===== src/rtl/pwm_duty_sequencer.sv =====
// Duty/dead-time sequencer for the complementary PWM generator: clamps PID targets,
// slew-limits duty once per PWM period, runs soft-start/soft-stop and forces off on fault.
module pwm_duty_sequencer #(
  parameter logic [9:0] DUTY_MIN = 10'd100,
  parameter logic [9:0] DUTY_MAX = 10'd500,
  parameter logic [9:0] STEP     = 10'd4,
  parameter logic [8:0] DT_MAX   = 9'd82
) (
  input  logic       clk,
  input  logic       reset_n,
  input  logic       enable,
  input  logic       fault,
  input  logic       fault_clear,
  input  logic       period_start,
  input  logic [9:0] target_duty,
  input  logic       target_valid,
  output logic       target_ready,
  input  logic [8:0] dead_time_cfg,
  output logic [9:0] duty_data,
  output logic [8:0] dead_time,
  output logic       pwm_en,
  output logic [2:0] state,
  output logic       fault_latched
);

  typedef enum logic [2:0] {
    IDLE      = 3'd0,
    SOFTSTART = 3'd1,
    RUN       = 3'd2,
    SHUTDOWN  = 3'd3,
    FAULT     = 3'd4
  } state_e;

  state_e     state_q, state_d;
  logic [9:0] duty_q, duty_d;
  logic [8:0] dt_q, dt_d;
  logic       pwm_en_q, pwm_en_d;
  logic [9:0] tgt_q, tgt_d;
  logic [9:0] tgt_clamped;
  logic [8:0] dt_clamped;
  logic [9:0] step_v;

  // Signed 11-bit difference keeps the comparison free of unsigned wrap.
  function automatic logic [9:0] slew(input logic [9:0] cur, input logic [9:0] goal);
    logic signed [10:0] diff;
    diff = $signed({1'b0, goal}) - $signed({1'b0, cur});
    if (diff > $signed({1'b0, STEP}))        return cur + STEP;
    else if (diff < -$signed({1'b0, STEP}))  return cur - STEP;
    else                                     return goal;
  endfunction

  assign tgt_clamped = (target_duty < DUTY_MIN) ? DUTY_MIN :
                       (target_duty > DUTY_MAX) ? DUTY_MAX : target_duty;
  assign dt_clamped  = (dead_time_cfg > DT_MAX) ? DT_MAX : dead_time_cfg;

  assign target_ready  = (state_q != FAULT) && !fault;
  assign duty_data     = duty_q;
  assign dead_time     = dt_q;
  assign pwm_en        = pwm_en_q;
  assign state         = state_q;
  assign fault_latched = (state_q == FAULT);

  always_ff @(posedge clk or negedge reset_n) begin
    if (!reset_n) begin
      state_q  <= IDLE;
      duty_q   <= '0;
      dt_q     <= '0;
      pwm_en_q <= 1'b0;
      tgt_q    <= DUTY_MIN;
    end else begin
      state_q  <= state_d;
      duty_q   <= duty_d;
      dt_q     <= dt_d;
      pwm_en_q <= pwm_en_d;
      tgt_q    <= tgt_d;
    end
  end

  always_comb begin
    state_d  = state_q;
    duty_d   = duty_q;
    dt_d     = dt_q;
    pwm_en_d = pwm_en_q;
    tgt_d    = tgt_q;
    step_v   = '0;

    if (target_valid && target_ready) tgt_d = tgt_clamped;

    if (fault) begin
      state_d  = FAULT;
      duty_d   = '0;
      dt_d     = '0;
      pwm_en_d = 1'b0;
    end else begin
      unique case (state_q)
        IDLE: begin
          duty_d   = '0;
          dt_d     = '0;
          pwm_en_d = 1'b0;
          if (enable) state_d = SOFTSTART;
        end
        SOFTSTART: begin
          if (period_start) begin
            // pwm_en still low means this is the first period since IDLE
            step_v   = pwm_en_q ? slew(duty_q, tgt_q) : DUTY_MIN;
            duty_d   = step_v;
            dt_d     = dt_clamped;
            pwm_en_d = 1'b1;
            if (step_v == tgt_q) state_d = RUN;
          end
          if (!enable) state_d = pwm_en_d ? SHUTDOWN : IDLE;
        end
        RUN: begin
          if (period_start) begin
            duty_d = slew(duty_q, tgt_q);
            dt_d   = dt_clamped;
          end
          if (!enable) state_d = SHUTDOWN;
        end
        SHUTDOWN: begin
          if (enable) begin
            state_d = SOFTSTART;
            if (period_start) begin
              step_v = slew(duty_q, tgt_q);
              duty_d = step_v;
              dt_d   = dt_clamped;
              if (step_v == tgt_q) state_d = RUN;
            end
          end else if (period_start) begin
            if (duty_q == DUTY_MIN) begin
              state_d  = IDLE;
              duty_d   = '0;
              dt_d     = '0;
              pwm_en_d = 1'b0;
            end else begin
              duty_d = slew(duty_q, DUTY_MIN);
              dt_d   = dt_clamped;
            end
          end
        end
        FAULT: begin
          duty_d   = '0;
          dt_d     = '0;
          pwm_en_d = 1'b0;
          if (fault_clear && !enable) state_d = IDLE;
        end
        default: state_d = IDLE;
      endcase
    end
  end

endmodule


===== config.mk =====
export PLATFORM = sky130hd
export DESIGN_NAME = pwm_duty_sequencer
export DESIGN_NICKNAME = d
export VERILOG_FILES = /design/src/rtl/pwm_duty_sequencer.sv
export SDC_FILE = /design/constraint.sdc
export NUM_CORES = 1
export LEC_CHECK = 0
export ABC_AREA = 1
export ABC_CLOCK_PERIOD_IN_PS = 6500
export BUFFER_PORTS_ARGS = -buffer_cell sky130_fd_sc_hd__buf_2
export CAP_MARGIN = 10
export CORE_MARGIN = 2
export CORE_UTILIZATION = 30
export CTS_CLUSTER_SIZE = 40
export DETAILED_ROUTE_END_ITERATION = 7
export SYNTH_ARGS = -nofsm -noshare
export SYNTH_HDL_FRONTEND = slang
export SYNTH_SLANG_ARGS = --single-unit

===== constraint.sdc =====
create_clock -name clk -period 6.5 [get_ports clk]
set_clock_uncertainty 0.2 [all_clocks]
set_input_delay 0.975 -clock clk [delete_from_list [all_inputs] [get_ports clk]]
set_output_delay 0.975 -clock clk [all_outputs]
set_load 0.005 [all_outputs]

==> results of run 1 <==
-- state kept, by name, indices dropped and copies added (netlist names) --
signal	flops
state	3
pwm_en	1
duty_data	10
dead_time	9
tgt_q	10
-- worst register-to-register path, delay by kind of cell (launching register included) --
| kind | cells | cell delay, ns |
|---|---|---|
| simple gates | 22 | 2.23 |
| fa+ha+maj | 1 | 0.49 |
| buf+inv | 2 | 0.33 |
| flops | 1 | 0.55 |
-- layout make-up --
cell class | count | area [µm²] | share of cell area, %
sequential | 33 | 830 | 19.3
clock inverter | 3 | 46.3 | 1.07
inverter | 108 | 405 | 9.41
tap | 168 | 210 | 4.88
clock buffer | 5 | 125 | 2.91
timing repair buffer | 50 | 250 | 5.81
multi-input combinational | 480 | 2440 | 56.7
-- cell families (layout without fill, tap and decap cells) --
group           Yosys count  in the layout  synth area share [%]
buf+inv                 120            166                  13.1
xor+xnor                 12             12                  2.79
simple gates            364            364                  42.8
compound gates           90             90                  14.4
fa+ha+maj                14             14                  4.86
flops                    33             33                  22.0
-- cells in the mapped netlist, types with 3 or more instances --
| library cell | instances |
|---|---|
| nand2_1 | 172 |
| inv_1 | 102 |
| nand3_1 | 83 |
| nor2_1 | 63 |
| o21ai_0 | 31 |
| dfrtp_1 | 30 |
| a21oi_1 | 27 |
| ha_1 | 13 |
| xor2_1 | 12 |
| nand4_1 | 11 |
| nor3_1 | 8 |
| o22ai_1 | 6 |
| a31oi_1 | 5 |
| inv_2 | 5 |
| nand2_2 | 5 |
| nand3_2 | 5 |
| buf_2 | 4 |
| o21ai_1 | 4 |
| o221ai_1 | 4 |
| buf_6 | 3 |
| clkbuf_1 | 3 |
| dfstp_2 | 3 |
| nor2_2 | 3 |
| or2_2 | 3 |
-- power by group --
group,internal (mW),switching (mW)
sequential,0.232,0.0473
clock,0.182,0.100
combinational,0.249,0.514
-- routing by layer --
layer	vias to the layer above	share of wire (%)	track usage [%]
li1	2157	-	-
met2	119	42	27.2
met3	17	5.3	2.41
met4	0	1.6	4.29
met1	1867	51	26.8
met5	-	0	0
-- how the worst min path moves through the flow --
stage	depth (start not counted)	endpoint
6_report	2	dead_time[8]
3_3_place_gp	2	dead_time[7]
2_1_floorplan	2	dead_time[7]
3_5_place_dp	2	dead_time[7]
4_1_cts	2	dead_time[8]
5_1_grt	2	dead_time[8]
-- metrics by stage --
stage | utilization (%) | std cells
floorplan | - | 633
CTS | 35.6 | 847
finish | 35.6 | 847
detailed placement | 34.1 | 839
global route | 35.6 | 847
global placement | 34.1 | 839
==> run metrics, run 1 <==
Yosys top cell area share between 10% and 20%; largest net degree at the start of global routing 34; worst rel slew slack between 40% and 50%; I/O Buffers 50; worst r2r dst state[0]; CTS tree yes; Rows 40; vias per std cell roughly 5; FF-to-FF setup slack between 2 and 3 ns; PnR worst setup slack between 2 and 3 ns; most common library cell in the layout ignoring fill and taps nand2_1; Peak VDD IR approximately 0.14 mV; core area 12100 µm²; CTS root buf clkbuf_16; async set or reset register ratio after synthesis 100%; Area Growth Syn to Fin 14.5%; final setup fails 0; outcome completed; number of flops mapped to enable cells by yosys 0; TritonCTS Buffers 5; cells on worst reg2reg path 25; Post-Syn Area between 3000 and 4000 µm²; Ant. Diodes 0; top_reg_cell synth dfrtp_1; crit start category register; initial antenna violation count 0; Nets just over 700; hold_ws ~0.27 ns; Pre-antenna DRT Iters 5; DR iter-0 viols approximately 260; Final Cycle Share 59.9%; clk buf depth 2; Via Count between 4000 and 5000; Routed Wire Length around 11000 µm; Resize count post-CTS 0; DP Wirelength roughly 9100 µm; RSZ-0062 raised after global routing false; CP bufs+invs 2; vias in the first global route ~3900; Top delay family on crit path simple AND/OR/NAND/NOR gates; total of warnings raised by yosys 0; total power about 1.3 mW; worst setup path endpoint state[0]; fillers 1405; critical path arrival 3.86 ns; most frequent cells in the layout nand2_1, inv_1, nand3_1; top cells by area, synth dfrtp_1, nand2_1, nand3_1; worst hold path startpoint dead_time[8]; min Tclk post-route about 3.9 ns; clock latency on the worst-skew pair between 0.2 and 0.3 ns; max-slew violations 0; Mapped Cells about 630; # DRC 0; Setup crit start duty_data[2]; share of cells above drive strength 1 between 10% and 20%; post-synth top area cell dfrtp_1; slew of the pin with the lowest slew margin between 0.7 and 0.8 ns; max-cap violations 0; total track usage ~18%; crit end category register; setup_tns 0 ns; Final ANT Viol Nets 0; Die Ht about 120 µm; RR Startpoint duty_data[2]; Netlist cell types 46; Fin. Hold Viols 0; fin area 4310 µm²; PwrDens ~300 nW/µm²; die width 116 µm; Hold Path Class reg2reg; critical path required time between 6 and 7 ns; Clock transition at path regs ~0.060 ns; Syn Area/Cell just under 6 µm²; Lkg Pwr 2.32 nW; postcts setup bufs 0; Slowest-stage cell, CP dfrtp_1; post-place setup slack 2.65 ns; Top cell by count, worst path nand2_1; gpl congestion roughly 0.91; Max Freq roughly 0.26 GHz; critical path depth 25; first-pass GRT wire length 19400 µm; CP Class reg2reg; die area ~13000 µm²; Worst Path Max Fanout 14; io pins between 50 and 60; placement-stage cell area about 4100 µm²; hold buffer count at CTS 0; WL per Instance 13.4 µm; gr ovfl total 0; Max H-tree Level 2; CP peak stage delay about 0.55 ns; post-synthesis sequential element count 33; Clock Sinks 33; Initial Util between 30% and 40%; Syn Nets 673; Seq/Total Area, Yosys between 20 and 25%
No activity file was read; power rests on OpenSTA's default activity.
==> run 2: changes to the inputs <==
- ABC_CLOCK_PERIOD_IN_PS: 6500 -> 3700
- clock period: 6.5 -> 3.7 ns (I/O delays scaled with it)
==> run metrics, run 2 (synthesized netlist as in run 1, its figures left out) <==
RR Startpoint tgt_q[0]; Via Count approximately 4300; Rows 40; FF-to-FF setup slack 0.34 ns; total track usage 17.7%; DR iter-0 viols between 300 and 400; die width between 100 and 150 µm; RSZ-0062 raised after global routing false; Ant. Diodes 0; DP Wirelength between 9000 and 10000 µm; Worst Path Max Fanout 9; crit start category register; Pre-antenna DRT Iters 5; total power around 2.4 mW; slew of the pin with the lowest slew margin approximately 0.8 ns; die area 13500 µm²; max-slew violations 0; CTS root buf clkbuf_16; critical path required time between 3 and 4 ns; Peak VDD IR 0.225 mV; Initial Util 31.1%; io pins about 50; critical path arrival roughly 3.3 ns; final setup fails 0; Fin. Hold Viols 0; first-pass GRT wire length approximately 19000 µm; outcome completed; Lkg Pwr 2.44 nW; Final ANT Viol Nets 0; gpl congestion ~0.97; setup_tns 0 ns; Routed Wire Length 11700 µm; cells on worst reg2reg path 23; min Tclk post-route approximately 3.4 ns; Clock Sinks 33; I/O Buffers 50; fillers between 1000 and 1500; gr ovfl total 0; most frequent cells in the layout nand2_1, inv_1, nand3_1; vias in the first global route 4009; vias per std cell 4.93; initial antenna violation count 0; largest net degree at the start of global routing 34; CP Class reg2reg; worst r2r dst state[0]; # DRC 0; CTS tree yes; PwrDens 540 nW/µm²; crit end category register; Final Cycle Share 90.7%; max-cap violations 0; most common library cell in the layout ignoring fill and taps nand2_1; Area Growth Syn to Fin 19.7%; clk buf depth 2; share of cells above drive strength 1 16.8%; hold buffer count at CTS 0; TritonCTS Buffers 5; Die Ht between 100 and 150 µm; Hold Path Class in2async; Max H-tree Level 2; WL per Instance about 13 µm; Max Freq just under 0.3 GHz; Clock transition at path regs about 0.070 ns; core area roughly 12000 µm²; worst rel slew slack 46.5%; clock latency on the worst-skew pair between 0.2 and 0.3 ns; Nets between 700 and 800
run 2: cell count changes in the layout (fill, tap and decap cells not counted), sizes merged:
cell	before	now
buf	50	73
nand2	179	180
run 2: per-layer routing:
layer  wire length (µm)  share of wire (%)  vias up  GRT usage, %
li1                   -                  -     2201             -
met1               5690                 48     1946          24.8
met2               5100                 43      125          28.1
met3                695                5.9       19          3.24
met4                257                2.2        0          5.08
met5                  0                  0        -             0
run 2: repair_timing:
item | 4_1_cts | 5_1_grt
gates resized for setup | 0 | 6
buffers inserted | 0 | 4
endpoints found under the setup margin | 0 | 2
run 2: layout make-up:
cell class / instances / area, µm² / share of cell area (%)
Multi-Input combinational cell: 481 / 2460 / 54.7
Sequential cell: 33 / 830 / 18.4
Timing Repair Buffer: 73 / 423 / 9.39
Inverter: 108 / 405 / 9.01
Tap cell: 168 / 210 / 4.67
Clock buffer: 5 / 125 / 2.78
Clock inverter: 3 / 46.3 / 1.03
run 2: how the worst max path moves through the flow:
stage / startpoint / endpoint / slack, ns
after floorplan: tgt_q[0] / state[0] / 0.69
after global placement: tgt_q[0] / state[0] / 0.17
after detailed placement: tgt_q[0] / state[1] / 0.14
after CTS: tgt_q[0] / state[0] / 0.11
after global routing: tgt_q[0] / state[1] / 0.03
final: tgt_q[0] / state[0] / 0.34
run 2: per-stage QoR:
stage | utilization (%) | setup slack (ns) | std cells | hold WS (ns) | area, µm²
3_5_place_dp | 35.3 | 0.141 | 858 | 0.252 | 4280
4_1_cts | 36.7 | 0.110 | 866 | 0.179 | 4450
2_1_floorplan | - | 0.686 | 633 | 0.0594 | 3760
6_report | 37.2 | 0.343 | 871 | 0.153 | 4500
5_1_grt | 37.2 | 0.0274 | 871 | 0.211 | 4500
3_3_place_gp | 35.3 | 0.170 | 858 | 0.247 | 4280
run 2: worst max-delay path: stages (launching register included):
cell,delay [ns]
dfrtp_1,0.41
inv_2,0.09
ha_1,0.14
inv_1,0.08
fa_2,0.37
or2_0,0.24
nand3_1,0.08
nand3_1,0.07
nor2_1,0.09
nand3_1,0.07
nor2_1,0.11
nand2_2,0.11
nand2_4,0.15
inv_2,0.11
nand2_1,0.09
nand2_1,0.08
o21ai_0,0.16
nand3_1,0.13
nor2_1,0.12
nand2_1,0.11
nand2_1,0.07
nand2_1,0.06
nand2_1,0.05
nand2_1,0.05
run 2: power by group:
group	leakage, nW	internal, mW	switching (mW)
Clock	0.0800	0.319	0.186
Sequential	0.435	0.407	0.0575
Combinational	1.93	0.507	0.952
Total	2.44	1.23	1.20
